==> src/rtl/corr_window_seq_pkg.sv <==
// Shared definitions for the correlation window sequencer.
//   seq_state_e : sequencer FSM states (idle, one-cycle prime, running windows)
//   SEQ_W       : width of the snapshot sequence number
package corr_window_seq_pkg;

   localparam int unsigned SEQ_W = 8;

   typedef enum logic [1:0] {
      StIdle,
      StPrime,
      StRun
   } seq_state_e;

endpackage

==> src/rtl/corr_window_seq_if.sv <==
// Snapshot handshake bundle between the window sequencer and its consumer.
//   o_pktValid / i_pktReady : valid/ready handshake
//   o_pktX/Y/Isect/Symdiff  : counts of the completed window
//   o_pktSeq                : snapshot sequence number
//   o_pktExp                : window exponent that applied to the snapshot
// master = producer (sequencer), slave = consumer.
interface corr_window_seq_if
   import corr_window_seq_pkg::*;
#(
   parameter int unsigned DATA_W = 16,
   parameter int unsigned EXP_W  = 4
) ();

   logic              o_pktValid;
   logic              i_pktReady;
   logic [DATA_W-1:0] o_pktX;
   logic [DATA_W-1:0] o_pktY;
   logic [DATA_W-1:0] o_pktIsect;
   logic [DATA_W-1:0] o_pktSymdiff;
   logic [SEQ_W-1:0]  o_pktSeq;
   logic [EXP_W-1:0]  o_pktExp;

   modport master (
      output o_pktValid, o_pktX, o_pktY, o_pktIsect, o_pktSymdiff, o_pktSeq, o_pktExp,
      input  i_pktReady
   );

   modport slave (
      input  o_pktValid, o_pktX, o_pktY, o_pktIsect, o_pktSymdiff, o_pktSeq, o_pktExp,
      output i_pktReady
   );

endinterface

==> src/rtl/corr_snapshot_buf.sv <==
// One-deep valid/ready snapshot register for the four window counts plus
// sequence number and exponent. Tracks lost snapshots in a sticky flag.
//   i_clk, i_rst        : clock, asynchronous active-high reset
//   i_cg                : clock-gate enable, all state holds when 0
//   i_capture           : load request from the sequencer (boundary cycle)
//   i_x..i_symdiff      : counts to capture
//   i_exp               : exponent of the window just ended
//   i_clrDropped        : clears o_dropped (a simultaneous drop wins)
//   o_dropped           : sticky lost-snapshot flag
//   pkt                 : snapshot handshake (master side)
module corr_snapshot_buf
   import corr_window_seq_pkg::*;
#(
   parameter int unsigned DATA_W = 16,
   parameter int unsigned EXP_W  = 4
) (
   input  logic              i_clk,
   input  logic              i_rst,
   input  logic              i_cg,
   input  logic              i_capture,
   input  logic [DATA_W-1:0] i_x,
   input  logic [DATA_W-1:0] i_y,
   input  logic [DATA_W-1:0] i_isect,
   input  logic [DATA_W-1:0] i_symdiff,
   input  logic [EXP_W-1:0]  i_exp,
   input  logic              i_clrDropped,
   output logic              o_dropped,
   corr_window_seq_if.master pkt
);

   logic              valid_q;
   logic              dropped_q;
   logic [DATA_W-1:0] x_q, y_q, isect_q, symdiff_q;
   logic [SEQ_W-1:0]  seq_q;
   logic [SEQ_W-1:0]  seq_next_q;
   logic [EXP_W-1:0]  exp_q;
   logic              xfer;
   logic              load;
   logic              drop;

   assign xfer = valid_q & pkt.i_pktReady;
   // A transfer in the capture cycle frees the slot, so the new snapshot still fits.
   assign load = i_capture & (~valid_q | xfer);
   assign drop = i_capture & valid_q & ~xfer;

   always_ff @(posedge i_clk or posedge i_rst) begin
      if (i_rst) begin
         valid_q    <= 1'b0;
         dropped_q  <= 1'b0;
         x_q        <= '0;
         y_q        <= '0;
         isect_q    <= '0;
         symdiff_q  <= '0;
         seq_q      <= '0;
         seq_next_q <= '0;
         exp_q      <= '0;
      end else if (i_cg) begin
         if (load) begin
            valid_q    <= 1'b1;
            x_q        <= i_x;
            y_q        <= i_y;
            isect_q    <= i_isect;
            symdiff_q  <= i_symdiff;
            exp_q      <= i_exp;
            seq_q      <= seq_next_q;
            seq_next_q <= seq_next_q + SEQ_W'(1);
         end else if (xfer) begin
            valid_q <= 1'b0;
         end
         if (drop) begin
            dropped_q <= 1'b1;
         end else if (i_clrDropped) begin
            dropped_q <= 1'b0;
         end
      end
   end

   assign pkt.o_pktValid   = valid_q;
   assign pkt.o_pktX       = x_q;
   assign pkt.o_pktY       = y_q;
   assign pkt.o_pktIsect   = isect_q;
   assign pkt.o_pktSymdiff = symdiff_q;
   assign pkt.o_pktSeq     = seq_q;
   assign pkt.o_pktExp     = exp_q;
   assign o_dropped        = dropped_q;

endmodule

==> src/rtl/corr_window_seq.sv <==
// Correlation window sequencer. Runs back-to-back windows of 2^exp cycles,
// drives the window time index and start pulse to the counter stage, and
// snapshots the counter stage's running counts at each window boundary.
//   i_clk, i_rst         : clock, asynchronous active-high reset
//   i_cg                 : clock-gate enable, all state holds when 0
//   i_enable             : 1 = run windows, 0 = idle
//   i_windowLengthExp    : window exponent, clamped to TIME_W
//   i_countX..Symdiff    : running counts from the counter stage
//   o_t                  : current window time index
//   o_zeroCounts         : window-start pulse
//   o_dropped            : sticky lost-snapshot flag, cleared by i_clrDropped
//   pkt                  : snapshot handshake (master side)
module corr_window_seq
   import corr_window_seq_pkg::*;
#(
   parameter int unsigned DATA_W = 16,
   parameter int unsigned TIME_W = 8,
   localparam int unsigned EXP_W = $clog2(TIME_W + 1)
) (
   input  logic              i_clk,
   input  logic              i_rst,
   input  logic              i_cg,
   input  logic              i_enable,
   input  logic [EXP_W-1:0]  i_windowLengthExp,
   input  logic [DATA_W-1:0] i_countX,
   input  logic [DATA_W-1:0] i_countY,
   input  logic [DATA_W-1:0] i_countIsect,
   input  logic [DATA_W-1:0] i_countSymdiff,
   output logic [TIME_W-1:0] o_t,
   output logic              o_zeroCounts,
   output logic              o_dropped,
   input  logic              i_clrDropped,
   corr_window_seq_if.master pkt
);

   seq_state_e        st_q, st_d;
   logic [TIME_W-1:0] t_q, t_d;
   logic [EXP_W-1:0]  exp_active_q, exp_active_d;
   logic [EXP_W-1:0]  exp_req;
   logic              boundary;
   logic              capture;

   // Last time index of a window of length 2^e (all-ones in the low e bits).
   function automatic logic [TIME_W-1:0] last_t(input logic [EXP_W-1:0] e);
      logic [TIME_W-1:0] ones;
      ones = '1;
      return ~(ones << e);
   endfunction

   assign exp_req = (i_windowLengthExp > EXP_W'(TIME_W)) ? EXP_W'(TIME_W) : i_windowLengthExp;

   // In RUN, t wraps to 0 only at a boundary, so t==0 identifies it.
   assign boundary = (st_q == StRun) && (t_q == '0);
   assign capture  = i_cg && boundary && i_enable;

   always_comb begin
      st_d         = st_q;
      t_d          = t_q;
      exp_active_d = exp_active_q;
      o_zeroCounts = 1'b0;
      unique case (st_q)
         StIdle: begin
            if (i_enable) begin
               st_d = StPrime;
            end
         end
         StPrime: begin
            o_zeroCounts = 1'b1;
            exp_active_d = exp_req;
            t_d          = (last_t(exp_req) == '0) ? '0 : TIME_W'(1);
            st_d         = StRun;
         end
         StRun: begin
            o_zeroCounts = boundary;
            if (!i_enable) begin
               st_d = StIdle;
               t_d  = '0;
            end else if (boundary) begin
               // New window starts here; it uses the freshly requested length.
               exp_active_d = exp_req;
               t_d          = (last_t(exp_req) == '0) ? '0 : TIME_W'(1);
            end else if (t_q == last_t(exp_active_q)) begin
               t_d = '0;
            end else begin
               t_d = t_q + TIME_W'(1);
            end
         end
         default: begin
            st_d = StIdle;
            t_d  = '0;
         end
      endcase
   end

   always_ff @(posedge i_clk or posedge i_rst) begin
      if (i_rst) begin
         st_q         <= StIdle;
         t_q          <= '0;
         exp_active_q <= '0;
      end else if (i_cg) begin
         st_q         <= st_d;
         t_q          <= t_d;
         exp_active_q <= exp_active_d;
      end
   end

   assign o_t = t_q;

   corr_snapshot_buf #(
      .DATA_W(DATA_W),
      .EXP_W (EXP_W)
   ) u_buf (
      .i_clk       (i_clk),
      .i_rst       (i_rst),
      .i_cg        (i_cg),
      .i_capture   (capture),
      .i_x         (i_countX),
      .i_y         (i_countY),
      .i_isect     (i_countIsect),
      .i_symdiff   (i_countSymdiff),
      .i_exp       (exp_active_q),
      .i_clrDropped(i_clrDropped),
      .o_dropped   (o_dropped),
      .pkt         (pkt)
   );

endmodule

==> src/flat_wrapper.sv <==
// flat-port wrapper written by rule: the top's interface ports become plain ports
module corr_window_seq_flat import corr_window_seq_pkg::*;
#(
   parameter int unsigned DATA_W = 16,
   parameter int unsigned TIME_W = 8,
   localparam int unsigned EXP_W = $clog2(TIME_W + 1)
)
  (i_clk, i_rst, i_cg, i_enable, i_windowLengthExp, i_countX, i_countY, i_countIsect, i_countSymdiff, o_t, o_zeroCounts, o_dropped, i_clrDropped, pkt_o_pktValid, pkt_o_pktX, pkt_o_pktY, pkt_o_pktIsect, pkt_o_pktSymdiff, pkt_o_pktSeq, pkt_o_pktExp, pkt_i_pktReady);
  corr_window_seq_if #(.DATA_W(DATA_W), .EXP_W(($clog2(TIME_W + 1)))) pkt_i ();
  input  logic i_clk;
  input  logic i_rst;
  input  logic i_cg;
  input  logic i_enable;
  input  logic [EXP_W-1:0] i_windowLengthExp;
  input  logic [DATA_W-1:0] i_countX;
  input  logic [DATA_W-1:0] i_countY;
  input  logic [DATA_W-1:0] i_countIsect;
  input  logic [DATA_W-1:0] i_countSymdiff;
  output logic [TIME_W-1:0] o_t;
  output logic o_zeroCounts;
  output logic o_dropped;
  input  logic i_clrDropped;
  output wire logic [$bits(pkt_i.o_pktValid)-1:0] pkt_o_pktValid;
  output wire logic [$bits(pkt_i.o_pktX)-1:0] pkt_o_pktX;
  output wire logic [$bits(pkt_i.o_pktY)-1:0] pkt_o_pktY;
  output wire logic [$bits(pkt_i.o_pktIsect)-1:0] pkt_o_pktIsect;
  output wire logic [$bits(pkt_i.o_pktSymdiff)-1:0] pkt_o_pktSymdiff;
  output wire logic [$bits(pkt_i.o_pktSeq)-1:0] pkt_o_pktSeq;
  output wire logic [$bits(pkt_i.o_pktExp)-1:0] pkt_o_pktExp;
  input wire logic [$bits(pkt_i.i_pktReady)-1:0] pkt_i_pktReady;
  assign pkt_o_pktValid = pkt_i.o_pktValid;
  assign pkt_o_pktX = pkt_i.o_pktX;
  assign pkt_o_pktY = pkt_i.o_pktY;
  assign pkt_o_pktIsect = pkt_i.o_pktIsect;
  assign pkt_o_pktSymdiff = pkt_i.o_pktSymdiff;
  assign pkt_o_pktSeq = pkt_i.o_pktSeq;
  assign pkt_o_pktExp = pkt_i.o_pktExp;
  assign pkt_i.i_pktReady = pkt_i_pktReady;
  corr_window_seq #(.DATA_W(DATA_W), .TIME_W(TIME_W)) u_core (.i_clk(i_clk), .i_rst(i_rst), .i_cg(i_cg), .i_enable(i_enable), .i_windowLengthExp(i_windowLengthExp), .i_countX(i_countX), .i_countY(i_countY), .i_countIsect(i_countIsect), .i_countSymdiff(i_countSymdiff), .o_t(o_t), .o_zeroCounts(o_zeroCounts), .o_dropped(o_dropped), .i_clrDropped(i_clrDropped), .pkt(pkt_i));
endmodule
==> config.mk <==
export PLATFORM = sky130hd
export DESIGN_NAME = corr_window_seq_flat
export DESIGN_NICKNAME = d
export VERILOG_FILES = /design/src/rtl/corr_window_seq_pkg.sv /design/src/rtl/corr_window_seq_if.sv /design/src/rtl/corr_snapshot_buf.sv /design/src/rtl/corr_window_seq.sv /design/src/flat_wrapper.sv
export SDC_FILE = /design/constraint.sdc
export NUM_CORES = 1
export LEC_CHECK = 0
export ABC_AREA = 1
export CORE_AREA = 5 5 106 108
export CTS_CLUSTER_SIZE = 24
export DETAILED_ROUTE_END_ITERATION = 16
export DIE_AREA = 0 0 111 113
export PLACE_DENSITY_LB_ADDON = 0.2
export SYNTH_ARGS = -nofsm -noshare
export SYNTH_HDL_FRONTEND = slang
export SYNTH_SLANG_ARGS = --single-unit
==> constraint.sdc <==
create_clock -name i_clk -period 4.2 [get_ports i_clk]
set_input_delay 0.42 -clock i_clk [delete_from_list [all_inputs] [get_ports i_clk]]
set_output_delay 0.42 -clock i_clk [all_outputs]
set_load 0.005 [all_outputs]
=== Word-level counts from Yosys, hierarchy flattened ===
Cells that the tools add are included.

* Bits of input ports: 74
* Bits in registers: 100
* Output and inout bits: 87

* Add/sub/neg operators: 2
* $lt $le $gt $ge: 1
* Reductions and logical operators: 15
* Equality and inequality tests: 7
* Bitwise logic cells: 10
* Shifts and indexed selects: 2
* Multiplexer cells: 17

{| class="wikitable"
|+ Operators by type and width
! cell !! number
|-
| $mux W8 || 3
|-
| $pmux W8 S3 || 1
|-
| $add A8 B1 Y8 const B || 2
|-
| $logic_not A8 Y1 || 2
|-
| $not A8 Y8 || 2
|-
| $shl A8 B4 Y8 const A || 2
|-
| $mux W4 || 3
|-
| $eq A8 B8 Y1 || 1
|-
| $pmux W4 S2 || 1
|-
| $reduce_and A2 Y1 || 4
|-
| $ne A2 B2 Y1 const B || 3
|-
| $pmux W2 S3 || 1
|-
| $reduce_bool A2 Y1 || 3
|-
| $mux W1 || 5
|-
| $and A1 B1 Y1 || 4
|-
| $gt A4 B4 Y1 const B || 1
|-
| $mux W2 || 2
|-
| $reduce_and A4 Y1 || 1
|-
| $logic_and A1 B1 Y1 || 3
|-
| $not A1 Y1 || 3
|-
| $reduce_and A3 Y1 || 1
|-
| $eq A2 B1 Y1 const B || 1
|-
| $eq A2 B2 Y1 const B || 1
|-
| $logic_not A2 Y1 || 1
|-
| 3 further kinds || 3
|}

=== Logic depth before layout (Yosys ltp) ===
* Depth in word-level cells: 9
* Mapped depth: 13

=== Modules after synthesis ===
Synthesis repeated with hierarchy kept, for this count alone.

* Cells, all modules: 524
* Area total of the unflattened synthesis: 4416.7 um^2

{| class="wikitable"
|+ Modules (own cells, without submodules)
! module !! area each (um^2) !! cells each !! times used
|-
| corr_snapshot_buf || 3388.2 || 385 || 1
|-
| corr_window_seq || 1028.5 || 139 || 1
|}

=== Least setup slack after synthesis ===
OpenSTA, ideal clock, no wires.

* Path type: register -> register
* From: register u_core.st_q[0]
* To: register u_core.u_buf.seq_next_q[6]
* Data arrival time: 1.593 ns
* Path slack: 2.490 ns
* Stages on the path, launching flop included: 12
* Buffers on the path: 0
* Path through: dfrtp_1 inv_1 ha_1 nand4_1 nor2_4 nand3_2 nor2_4 nand2_2 nor2_2 nand3_1 nand2_1 nand2_1

* Word-level cells in the longest chain between the ends: 6

{| class="wikitable"
|+ Ends and longest elaborated chain
! item !! line !! source
|-
| start, declared || corr_window_seq.sv:36 || <nowiki>seq_state_e st_q, st_d;</nowiki>
|-
| start signal, assigned || corr_window_seq.sv:97 || <nowiki>st_q <= StIdle;</nowiki>
|-
| start signal, assigned || corr_window_seq.sv:101 || <nowiki>st_q <= st_d;</nowiki>
|-
| $eq A2 B2 Y1 || corr_window_seq.sv:53 || <nowiki>assign boundary = (st_q == StRun) && (t_q == '0);</nowiki>
|-
| $logic_and A1 B1 Y1 || corr_window_seq.sv:53 ||
|-
| $logic_and A1 B1 Y1 (2 in series) || corr_window_seq.sv:54 || <nowiki>assign capture = i_cg && boundary && i_enable;</nowiki>
|-
| $and A1 B1 Y1 || corr_snapshot_buf.sv:43 || <nowiki>assign load = i_capture & (~valid_q | xfer);</nowiki>
|-
| $reduce_and A2 Y1 (no source line) || n/a ||
|-
| end signal, assigned || corr_snapshot_buf.sv:66 || <nowiki>seq_next_q <= seq_next_q + SEQ_W'(1);</nowiki>
|-
| end, declared || corr_snapshot_buf.sv:35 || <nowiki>logic [SEQ_W-1:0] seq_next_q;</nowiki>
|}

No other way between the ends.
A chain may end at the register's enable or synchronous reset.

=== Worst setup path in the final report ===
* From: register u_core.t_q[0], in the netlist u_core.o_t[0]
* To: output port o_zeroCounts

* Word-level cells in the longest chain between the ends: 3

{| class="wikitable"
|+ Ends and longest elaborated chain
! item !! line !! source
|-
| start, declared || corr_window_seq.sv:37 || <nowiki>logic [TIME_W-1:0] t_q, t_d;</nowiki>
|-
| start signal, assigned || corr_window_seq.sv:102 || <nowiki>t_q <= t_d;</nowiki>
|-
| $logic_not A8 Y1 || corr_window_seq.sv:53 ||
|-
| $logic_and A1 B1 Y1 || corr_window_seq.sv:53 ||
|-
| $pmux W1 S2 || corr_window_seq.sv:61 || <nowiki>unique case (st_q)</nowiki>
|-
| end, declared || flat_wrapper.sv:20 || <nowiki>output logic o_zeroCounts;</nowiki>
|}

No other way between the ends.

==> results.sh <==
export IMPL_status="finished, final reports clean"
export IMPL_cts_path_max_buffers=2
export IMPL_num_antenna_cells=0
export IMPL_most_common_layout_cells="256 x nand2_1, 160 x clkdlybuf4s50_1, 100 x dfrtp_1, 29 x inv_1"
export IMPL_post_dp_cell_area_mm2=0.006028
export IMPL_io_buffers=160
export IMPL_period_minus_slack_ps=2644
export IMPL_crit_path_start_kind="register"
export IMPL_die_width_um=111
export IMPL_ant_nets=0
export IMPL_holdCritPathClass="register to register"
export IMPL_min_delay_path_depth=2
export IMPL_grt_use_total_pct=17.47
export IMPL_stdcell_area_mm2=0.006213
export IMPL_area_growth_pct=43.98
export IMPL_synth_area_mux_share_pct=0
export IMPL_critical_path_class="register to output port"
export IMPL_crit_required_ps=3780
export IMPL_cts_max_level=3
export IMPL_synthAdderAreaFrac_pct=1.740
export IMPL_rows=37
export IMPL_antenna_found_initial=0
export IMPL_max_clock_freq_ghz=0.3782
export IMPL_ys_seq_area_share_pct=57.99
export IMPL_min_period_over_period_pct=62.96
export IMPL_synth_top_family_by_area="simple AND/OR/NAND/NOR gates"
export IMPL_placed_cells=788
export IMPL_setup_viol=0
export IMPL_start_util_pct=42.56
export IMPL_fp_dieH_um=113
export IMPL_cts_tree="done"
export IMPL_min_to="u_core.u_buf.pkt.o_pktX[1]$_DFFE_PP0P_"
export IMPL_finClkSkew_ps=16.49
export IMPL_place_hpwl_mm=7.900
export IMPL_tightest_slew_ps=1012
export IMPL_synth_area_top_cells="dfrtp_1 58%, nand2_1 22%, inv_1 2.6%"
export IMPL_die_area_mm2=0.01254
export IMPL_io_pins=161
export IMPL_vias_per_cell=4.624
export IMPL_ys_warn_count=0
export IMPL_synthSimpleGateAreaFrac_pct=28.76
export IMPL_post_cts_buffers=0
export IMPL_critPathCaptureType="output port"
export IMPL_ctsResizeCount=0
export IMPL_grt_pass1_vias=3674
export IMPL_hold_slack_ps=486.9
export IMPL_powerDensity_mw_per_mm2=624.5
export IMPL_clk_pin_slew_worst_paths_ps=100
export IMPL_wl_per_cell_um=13.42
export IMPL_layout_cells_non_filler=804
export IMPL_synth_cell_types=27
export IMPL_dr_pass1_iters=4
export IMPL_postSynthCellCount=505
export IMPL_drive_gt1_share_pct=5.389
export IMPL_clock_sinks=100
export IMPL_cap_violations=0
export IMPL_ys_seq_elements=100
export IMPL_wl_mm=10.79
export IMPL_yosys_area_top_type="dfrtp_1"
export IMPL_r2r_start="u_core.o_t[0]$_DFFE_PP0P_"
export IMPL_grt_overflow_total=0
export IMPL_vias=3718
export IMPL_seqCellArea_mm2=0.002502
export IMPL_peakVddDrop_mv=0.2815
export IMPL_cts_root_buf="clkbuf_8"
export IMPL_drtIter0Drc=225
export IMPL_cp_max_fo=6
export IMPL_hold_viol=0
export IMPL_multi_input_area_mm2=0.001594
export IMPL_p_leak_nw=3.020
export IMPL_r2r_slack_ps=1570
export IMPL_yosysTopAreaCellShare_pct=57.99
export IMPL_synth_nets=585
export IMPL_syn_area_mm2=0.004315
export IMPL_maxSlewHeadroom_pct=32.50
export IMPL_cp_arrival_ps=2220
export IMPL_reg2reg_depth=9
export IMPL_grt_pass1_wl_mm=18.09
export IMPL_core_mm2=0.01014
export IMPL_setup_tns_ps=0
export IMPL_slew_viol_final=0
export IMPL_fill_cells=874
export IMPL_synth_compound_area_share_pct=4.001
export IMPL_hp_start="u_core.u_buf.pkt.o_pktX[1]$_DFFE_PP0P_"
export IMPL_cts_hold_buf=0
export IMPL_numCtsBuffers=9
export IMPL_final_core_util_pct=61.29
export IMPL_synth_xor_area_share_pct=2.233
export IMPL_drc_errors=0
export IMPL_final_common_cell="nand2_1"
export IMPL_nets=743
export IMPL_clk_latency_ps=350
export IMPL_grt_max_degree=84
export IMPL_place_gp_congestion=0.8195
export IMPL_rsz0062_at_grt="false"
export IMPL_synth_avg_cell_area_um2=8.545
export IMPL_r2r_end="u_core.u_buf.seq_next_q[1]$_DFFE_PP0P_"
## routing by layer
metal | track usage, % | part of all wire, %
met1 | 22.75 | 45
met5 | 0 | 0
met2 | 29.49 | 49
met4 | 5.829 | 1.9
met3 | 3.369 | 4.5
## critical path, stage by stage (launching register included)
cell and delay, ps:
dfrtp_1 460, inv_1 120, ha_1 160, nand4_1 140
nor2_4 210, inv_1 100, a21oi_1 160, clkdlybuf4s50_1 530
## power by group
| group | switching, W | internal, W |
|---|---|---|
| sequential | 0.000255 | 0.00138 |
| clock | 0.000332 | 0.000240 |
| combinational | 0.000710 | 0.000963 |
## cell type report
| class | instances | share of cell area (%) |
|---|---|---|
| clock inverter | 5 | 0.7048 |
| multi-input combinational | 353 | 25.65 |
| clock buffer | 11 | 2.275 |
| timing repair buffer | 163 | 26.14 |
| inverter | 36 | 2.215 |
| sequential | 100 | 40.27 |
| tap | 136 | 2.739 |
## cells by family after synthesis
kind of cell               count (synthesis)
buffers and inverters                     52
xor gates and xnor gates                  11
DFF                                      100
AOI/OAI and AO/OA                         32
and+or+nand+nor                          304
adders and majority gates                  6
## Yosys cell counts, drive strengths merged
cell,instances
nand2,257
dfrtp,100
inv,36
nand3,22
o21ai,21
nor2,15
buf,11
xor2,9
ha,6
o22ai,6
clkbuf,5
nand4,4
nor3,4
a21oi,3
xnor2,2
a22oi,1
nor4,1
o211ai,1
or2,1
## worst max-delay path by stage
stage                               start                                 endpoint  slack, ps  depth (start not counted)
2_1_floorplan                       i_rst       u_core.exp_active_q[0]$_DFFE_PP0P_       1160                          1
3_3_place_gp                     i_enable   u_core.u_buf.pkt.o_pktY[0]$_DFFE_PP0P_       1600                          6
3_5_place_dp                         i_cg   u_core.u_buf.seq_next_q[1]$_DFFE_PP0P_       1550                          6
4_1_cts         u_core.o_t[0]$_DFFE_PP0P_                             o_zeroCounts       1520                          7
5_1_grt        u_core.st_q[0]$_DFFE_PP0P_  u_core.u_buf.pkt.o_pktY[15]$_DFFE_PP0P_       1300                          9
6_report        u_core.o_t[0]$_DFFE_PP0P_                             o_zeroCounts       1560                          7
## registers in the layout, summed over array words and instances, names as in the netlist
register,count
u_core.u_buf.pkt.o_pktExp,4
u_core.exp_active_q,4
u_core.u_buf.pkt.o_pktValid,1
u_core.u_buf.pkt.o_pktIsect,16
u_core.st_q,2
u_core.o_t,8
u_core.u_buf.pkt.o_pktX,16
u_core.u_buf.pkt.o_pktSymdiff,16
u_core.u_buf.o_dropped,1
u_core.u_buf.pkt.o_pktY,16
u_core.u_buf.seq_next_q,8
u_core.u_buf.pkt.o_pktSeq,8
## metrics by stage
step	setup WS, ps	power (W)
after detailed placement	1554	0.003345
after CTS	1522	0.003939
after global routing	1296	0.004201
after floorplan	1161	0.002318
after global placement	1596	0.003293
final	1556	0.003880
Note: power is estimated with default switching activity, not from simulation.
